## src/rtl/shift_unit_arbiter.sv

```systemverilog
// Shared 64-bit shift unit with a round-robin arbiter for two requesters and a
// single registered, ID-tagged response channel with valid/ready backpressure.
module shift_unit_arbiter #(
  parameter int DATA_W = 64
) (
  input  logic              clk,
  input  logic              rst,
  input  logic              req0_valid,
  output logic              req0_ready,
  input  logic [1:0]        req0_op,
  input  logic              req0_word,
  input  logic [DATA_W-1:0] req0_data,
  input  logic [DATA_W-1:0] req0_shamt,
  input  logic              req1_valid,
  output logic              req1_ready,
  input  logic [1:0]        req1_op,
  input  logic              req1_word,
  input  logic [DATA_W-1:0] req1_data,
  input  logic [DATA_W-1:0] req1_shamt,
  output logic              rsp_valid,
  input  logic              rsp_ready,
  output logic              rsp_id,
  output logic [DATA_W-1:0] rsp_data
);

  localparam int HALF_W = DATA_W / 2;
  localparam logic [1:0] OP_SLL = 2'b00;
  localparam logic [1:0] OP_SRA = 2'b10;

  logic              last_grant;
  logic              can_accept;
  logic              grant0;
  logic              grant1;
  logic              fire;
  logic [1:0]        sel_op;
  logic              sel_word;
  logic [DATA_W-1:0] sel_data;
  logic [5:0]        sel_shamt;
  logic [5:0]        amt;
  logic              fill;
  logic              is_sll;
  logic [DATA_W-1:0] pre;
  logic [DATA_W-1:0] shifted;
  logic [DATA_W-1:0] post;
  logic [HALF_W-1:0] low_word;
  logic [DATA_W-1:0] result;
  logic              unused_shamt_hi;

  assign unused_shamt_hi = ^{req0_shamt[DATA_W-1:6], req1_shamt[DATA_W-1:6]};

  function automatic logic [DATA_W-1:0] bit_reverse(input logic [DATA_W-1:0] v);
    logic [DATA_W-1:0] r;
    for (int i = 0; i < DATA_W; i++) r[i] = v[DATA_W-1-i];
    return r;
  endfunction

  // Port 0 wins unless port 1 is the only one asking or port 0 went last.
  always_comb begin
    can_accept = !rsp_valid || rsp_ready;
    grant0     = req0_valid && (!req1_valid || last_grant);
    grant1     = req1_valid && !grant0;
    req0_ready = grant0 && can_accept && !rst;
    req1_ready = grant1 && can_accept && !rst;
    fire       = req0_ready || req1_ready;
  end

  // Left shifts are bit-reversed into the right-shift stages and back out.
  always_comb begin
    sel_op    = grant1 ? req1_op         : req0_op;
    sel_word  = grant1 ? req1_word       : req0_word;
    sel_data  = grant1 ? req1_data       : req0_data;
    sel_shamt = grant1 ? req1_shamt[5:0] : req0_shamt[5:0];
    is_sll    = (sel_op == OP_SLL);
    amt       = sel_word ? {1'b0, sel_shamt[4:0]} : sel_shamt;
    fill      = (sel_op == OP_SRA) &&
                (sel_word ? sel_data[HALF_W-1] : sel_data[DATA_W-1]);
    if (is_sll)
      pre = bit_reverse(sel_word ? {sel_data[HALF_W-1:0], {HALF_W{1'b0}}} : sel_data);
    else
      pre = sel_word ? {{HALF_W{fill}}, sel_data[HALF_W-1:0]} : sel_data;

    shifted = pre;
    for (int k = 0; k < 6; k++) begin
      if (amt[k])
        shifted = (shifted >> (1 << k)) |
                  ({DATA_W{fill}} & ~({DATA_W{1'b1}} >> (1 << k)));
    end

    post     = is_sll ? bit_reverse(shifted) : shifted;
    low_word = is_sll ? post[DATA_W-1:HALF_W] : post[HALF_W-1:0];
    result   = sel_word ? {{HALF_W{low_word[HALF_W-1]}}, low_word} : post;
  end

  always_ff @(posedge clk or posedge rst) begin
    if (rst) begin
      rsp_valid  <= 1'b0;
      rsp_data   <= '0;
      rsp_id     <= 1'b0;
      last_grant <= 1'b1;
    end else if (fire) begin
      rsp_valid  <= 1'b1;
      rsp_data   <= result;
      rsp_id     <= grant1;
      last_grant <= grant1;
    end else if (rsp_ready) begin
      rsp_valid  <= 1'b0;
    end
  end

endmodule

```

## config.mk

```make
export PLATFORM = sky130hd
export DESIGN_NAME = shift_unit_arbiter
export DESIGN_NICKNAME = d
export VERILOG_FILES = /design/src/rtl/shift_unit_arbiter.sv
export SDC_FILE = /design/constraint.sdc
export NUM_CORES = 1
export LEC_CHECK = 0
export BUFFER_PORTS_ARGS = -buffer_cell sky130_fd_sc_hd__buf_4
export CAP_MARGIN = 20
export CORE_ASPECT_RATIO = 1.5
export CORE_MARGIN = 3
export CORE_UTILIZATION = 47
export DETAILED_ROUTE_END_ITERATION = 10
export PLACE_DENSITY_LB_ADDON = 0.08
export SYNTH_ARGS = -nofsm -noshare
export SYNTH_HDL_FRONTEND = slang
export SYNTH_SLANG_ARGS = --single-unit
```

## constraint.sdc

```tcl
create_clock -name clk -period 4.4 [get_ports clk]
set_input_delay 0.44 -clock clk [delete_from_list [all_inputs] [get_ports clk]]
set_output_delay 0.44 -clock clk [all_outputs]
set_load 0.005 [all_outputs]
```

==> results.cfg, run 1 <==
[critical_path]
r2r_cells = 11
r2r-end = rsp_data[35]
crit_type = register to register
r2r_start = last_grant
cp.arrival_ns = 4.58
worstPathRequired_ns = 4.62
worstPathMaxFanout = 54
rrSetupSlack_ns = 0.05
worstSetupStartpointType = register
cp-end-kind = register

[layout]
antennaDiodeCount = 0
fin_util = 0.577
nets = 2263
layout_commonest_cell = buf_4
layout_common_cells = 345 x buf_4, 168 x nand2_1, 139 x nor2_1, 119 x o21ai_0, 104 x o211ai_1
drive_above_1_share = 0.272
areaGrowthSynthToFinish_pct = 20.0

[sta]
holdWs_ns = 0.141
fin_setup_tns_ns = 0
min_period_ns = 4.35
drv_slew = 0
maxClockFrequency_mhz = 230
timing.final.crit_share = 0.989
grt_setup_unrepaired = no
tightest_slew_ns = 0.953
fin_worst_skew_ns = 0.00472
setup_viol = 0
finalHoldViolCount = 0
slew_headroom = 0.365

[floorplanning]
dieArea_sq_um = 30900
die_w_um = 145
core-area_sq_um = 28200
die_h_um = 214
row_count = 75
start_util = 0.481
ioPinCount = 335

[route]
vias_per_cell = 7.32
drc = 0
detail_route.wl_per_cell_um = 29.0
ant_nets = 0
totalWireLength_mm = 67.9
drt-initial-drc-count = 1953
dr.pass1.iters = 8
vias = 17200

[hold_path]
hp-class = input port to asynchronous set/reset pin

[power]
combPwrFrac = 0.700
p_clk_frac = 0.127
internal_power_mw = 3.16
fin_total_pwr_mw = 6.17
p_leak_nw = 6.15
switchingPower_mw = 3.00
peakVddDrop_v = 0.000202
p_per_area_nw_per_um2 = 380
p_sw_frac = 0.487
p_seq_frac = 0.173

[clocking]
cts_buffer_depth = 2
cts_htree_levels = 3
insertion_delay_ns = 0.35
post-cts-setup-buffers = 0
numCtsBuffers = 9
clock_sinks = 67
cts_tree = done
root_buffer = clkbuf_16
clk_pin_slew_ns = 0.06

[logic_synthesis]
syn-num-nets = 2083
synth_cell_type_count = 103
ys_ff_latch = 67
synth_cells = 1816
yosys.area.top_type = dfrtp_1
async_reset_ff_frac = 1.00
yosysSeqAreaShare = 0.124
synthFlopType = dfrtp_1
synth.area.top_cells = dfrtp_1 12%, o211ai_1 5.8%, nand2_1 4.7%
synth_edf_count = 0
synth_top_area_frac = 0.122
synth_area_sq_um = 13500
syn-mean-instance-area_sq_um = 7.45
ys_warn_count = 0

[placed_design]
dp_hpwl_mm = 52.6
globalplace.congestion = 1.09
portBuffers = 218

[job]
max_cap_viol_count = 0

[global_route]
grt_max_degree = 57
grtUsageTotal = 0.428
grt_pass1_wl_mm = 101
grt_overflow_total = 0
grt_pass1_vias = 16000
grt_antenna_before_repair = 1

[status]
run_status = complete, no violations
## through the flow
step                      cells  instance area (sq um)  setup WS (ns)
after CTS                  2343                  16200          0.270
final                      2346                  16200         0.0469
after floorplan            1816                  13500           1.19
after global routing       2346                  16200         0.0497
after detailed placement   2328                  15900          0.202
after global placement     2328                  15900          0.232
## how the worst max path moves through the flow
stage          startpoint            to  slack [ns]  cells past startpoint
5_1_grt        last_grant  rsp_data[38]        0.05                     11
3_3_place_gp   req0_valid  rsp_data[36]        0.23                     14
3_5_place_dp   req0_valid  rsp_data[35]        0.20                     14
6_report       last_grant  rsp_data[35]        0.05                     11
4_1_cts        last_grant  rsp_data[35]        0.27                     12
2_1_floorplan  req1_valid  rsp_data[28]        1.19                     14
## critical path: stages (launching register included)
cell      delay, ns
dfstp_2        0.40
a21boi_4       0.33
buf_12         0.30
a211o_1        0.14
nand4_1        0.23
o22ai_1        0.81
nor2_1         0.11
mux4_2         0.56
or2_4          0.27
a31oi_4        0.34
o31ai_4        0.25
o32a_1         0.41
## registers in the layout, indices dropped and copies added (netlist names)
signal and count:
last_grant 1, rsp_data 64, rsp_id 1, rsp_valid 1
## cells in the mapped netlist, types with 31 or more instances
master,n
nand2_1,168
nand3_1,54
nor2b_1,52
or3b_2,37
o21ai_0,119
a211o_1,66
a21oi_1,69
and2_1,31
nor2_1,140
clkbuf_1,55
mux2i_1,35
o211ai_1,104
a211oi_1,67
dfrtp_1,66
buf_6,34
o22ai_1,77
buf_2,77
## final cells by class
cell class	instances	area [sq um]
Clock buffer	10	239
Tap cell	346	433
Multi-Input combinational cell	1541	10700
Fill cell	2684	11900
Inverter	6	22.5
Sequential cell	67	1680
Clock inverter	5	77.6
Timing Repair Buffer	371	3100
## power by group through the flow
stage,logic (mW),registers [mW],clock network [mW]
floorplan,2.36,1.07,0
global placement,4.11,1.06,0
detailed placement,4.15,1.08,0
CTS,4.17,1.07,0.785
global route,4.58,1.10,0.811
finish,4.32,1.07,0.782
## logic make-up after synthesis
group / synth area share
AOI/OAI and AO/OA: 0.473
buffers and inverters: 0.0910
DFF: 0.124
muxes: 0.0752
and+or+nand+nor: 0.237
## metal layers
layer / wire [um] / track usage / part of all wire / vias to the layer above
met5: 14 / 0 / 0.00021 / -
met4: 7420 / 0.369 / 0.11 / 2
met3: 5990 / 0.0763 / 0.088 / 350
li1: - / - / - / 7557
met2: 30800 / 0.676 / 0.45 / 1228
met1: 23700 / 0.493 / 0.35 / 8027
## timing repair
action / in CTS / in global routing
hold buffers: 0 / 0
endpoints found under the hold margin: 0 / 0
gates resized for setup: 0 / 1
endpoints found under the setup margin: 0 / 5
No activity file was read; power rests on OpenSTA's default activity.
==> inputs of run 2 (changes only) <==
Settings changed: CTS_BUF_LIST set to sky130_fd_sc_hd__clkbuf_16.
==> run 2 against run 1 <==
Against the previous run:
- clock skew grew 0.0011 ns
- global-route usage barely moved
- total power decreased by 0.35%
- hold slack improved by 0.0044 ns
- non-clock buffer count did not move
- count of clock-buffer cells in the layout down 1
- core utilization about the same
- via count down 0.31%
- critical endpoint unchanged
- largest cell class unchanged
- highest routed layer unchanged
==> results.cfg, run 2 (synthesized netlist as in run 1, its figures left out) <==
[layout]
areaGrowthSynthToFinish_pct = 19.9
n_fill_cell = 2687
drive_above_1_share = 0.272
top_register = rsp_data
largest_reg_flops = 64
seq_area_sq_um = 1680
layout_commonest_cell = buf_4
multi_input_comb_area_sq_um = 10700
antennaDiodeCount = 0
layout_common_cells = 345 x buf_4, 168 x nand2_1, 139 x nor2_1, 119 x o21ai_0, 104 x o211ai_1
fin_util = 0.577
nets = 2263

[sta]
setup_viol = 0
setup_ws_ns = 0.0537
timing.final.crit_share = 0.988
fin_setup_tns_ns = 0
finalHoldViolCount = 0
holdWs_ns = 0.145
fin_worst_skew_ns = 0.00577
maxClockFrequency_mhz = 230
slew_headroom = 0.367
min_period_ns = 4.35
tightest_slew_ns = 0.946
drv_slew = 0
grt_setup_unrepaired = no

[route]
totalWireLength_mm = 67.8
drc = 0
dr.pass1.iters = 6
vias_per_cell = 7.29
drt-initial-drc-count = 1903
ant_nets = 0
detail_route.wl_per_cell_um = 28.9
vias = 17100

[clocking]
postCtsHoldBufs = 0
root_buffer = clkbuf_16
insertion_delay_ns = 0.34
cts_htree_levels = 3
cts_tree = done
clock_sinks = 67
clk_pin_slew_ns = 0.05
numCtsBuffers = 9
cts_buffer_depth = 2

[status]
run_status = complete, no violations

[global_route]
gr-max-usage-layer = met2
grt_max_degree = 57
met2_usage = 0.676
grt_pass1_wl_mm = 101
grt_antenna_before_repair = 1
use_met3 = 0.0763
grtUsageTotal = 0.428
grt_overflow_total = 0
met1_usage = 0.493
grt_pass1_vias = 16000

[power]
peakVddDrop_v = 0.000203
internal_power_mw = 3.15
p_leak_nw = 6.14
p_per_area_nw_per_um2 = 378
p_seq_frac = 0.174
p_clk_frac = 0.124
fin_total_pwr_mw = 6.14
p_sw_frac = 0.488
combPwrFrac = 0.702
switchingPower_mw = 3.00

[critical_path]
worstSetupStartpointType = register
worstPathMaxFanout = 54
crit_type = register to register
rrSetupSlack_ns = 0.05
worstPathRequired_ns = 4.62
cp.arrival_ns = 4.56
cp-end-kind = register

[floorplanning]
start_util = 0.481
dieArea_sq_um = 30900
ioPinCount = 335
row_count = 75
die_w_um = 145
core-area_sq_um = 28200
die_h_um = 214

[hold_path]
hp-class = input port to asynchronous set/reset pin

[placed_design]
portBuffers = 218
globalplace.congestion = 1.09
dp_hpwl_mm = 52.6
place_ws_ns = 0.202

[job]
max_cap_viol_count = 0
## run 2: cell count changes in the layout (fill, tap and decap cells not counted)
cell and change:
clkinv_1 +1, clkbuf_8 -1
## run 2: metal layers
metal / routed length [um] / up-vias
li1: - / 7570
met1: 23700 / 8000
met2: 30700 / 1198
met3: 6050 / 340
met4: 7370 / 2
met5: 14 / -
## run 2: per-stage QoR
stage / instance area [sq um] / instances
6_report: 16200 / 2346
5_1_grt: 16200 / 2346
4_1_cts: 16200 / 2343
3_5_place_dp: 15900 / 2328
3_3_place_gp: 15900 / 2328
2_1_floorplan: 13500 / 1816
## run 2: worst paths after layout
| path | from | endpoint | depth (start not counted) |
|---|---|---|---|
| max | last_grant | rsp_data[35] | 11 |
| min | rst | rsp_data[40] | 2 |
| max reg2reg | last_grant | rsp_data[35] | 11 |
| min reg2reg | rsp_data[13] | rsp_data[13] | 2 |
| max in group asynchronous | rst | rsp_data[60] | 3 |
| min in group clk | rsp_ready | rsp_valid | 3 |
## run 2: critical path, stage by stage (launching register included)
cell,delay [ns]
dfstp_2,0.40
a21boi_4,0.33
buf_12,0.30
a211o_1,0.14
nand4_1,0.25
o22ai_1,0.79
nor2_1,0.11
mux4_2,0.56
or2_4,0.27
a31oi_4,0.34
o31ai_4,0.25
o32a_1,0.41
## run 2: what timing repair did
item | CTS | global route
buffers inserted | 0 | 0
setup endpoints to repair | 0 | 5
gates resized for setup | 0 | 1
endpoints found under the hold margin | 0 | 0
## run 2: power groups by stage
stage          Clock (mW)  Combinational [mW]  Sequential, mW
2_1_floorplan           0                2.36            1.07
3_3_place_gp            0                4.11            1.06
3_5_place_dp            0                4.15            1.08
4_1_cts             0.767                4.17            1.07
5_1_grt             0.791                4.58            1.10
6_report            0.760                4.32            1.07
## run 2: cell type report
| cell class | instances | area share |
|---|---|---|
| sequential | 67 | 0.103 |
| timing repair buffer | 371 | 0.191 |
| inverter | 6 | 0.00139 |
| multi-input combinational | 1541 | 0.659 |
| clock buffer | 9 | 0.0139 |
| clock inverter | 6 | 0.00501 |
| tap | 346 | 0.0267 |
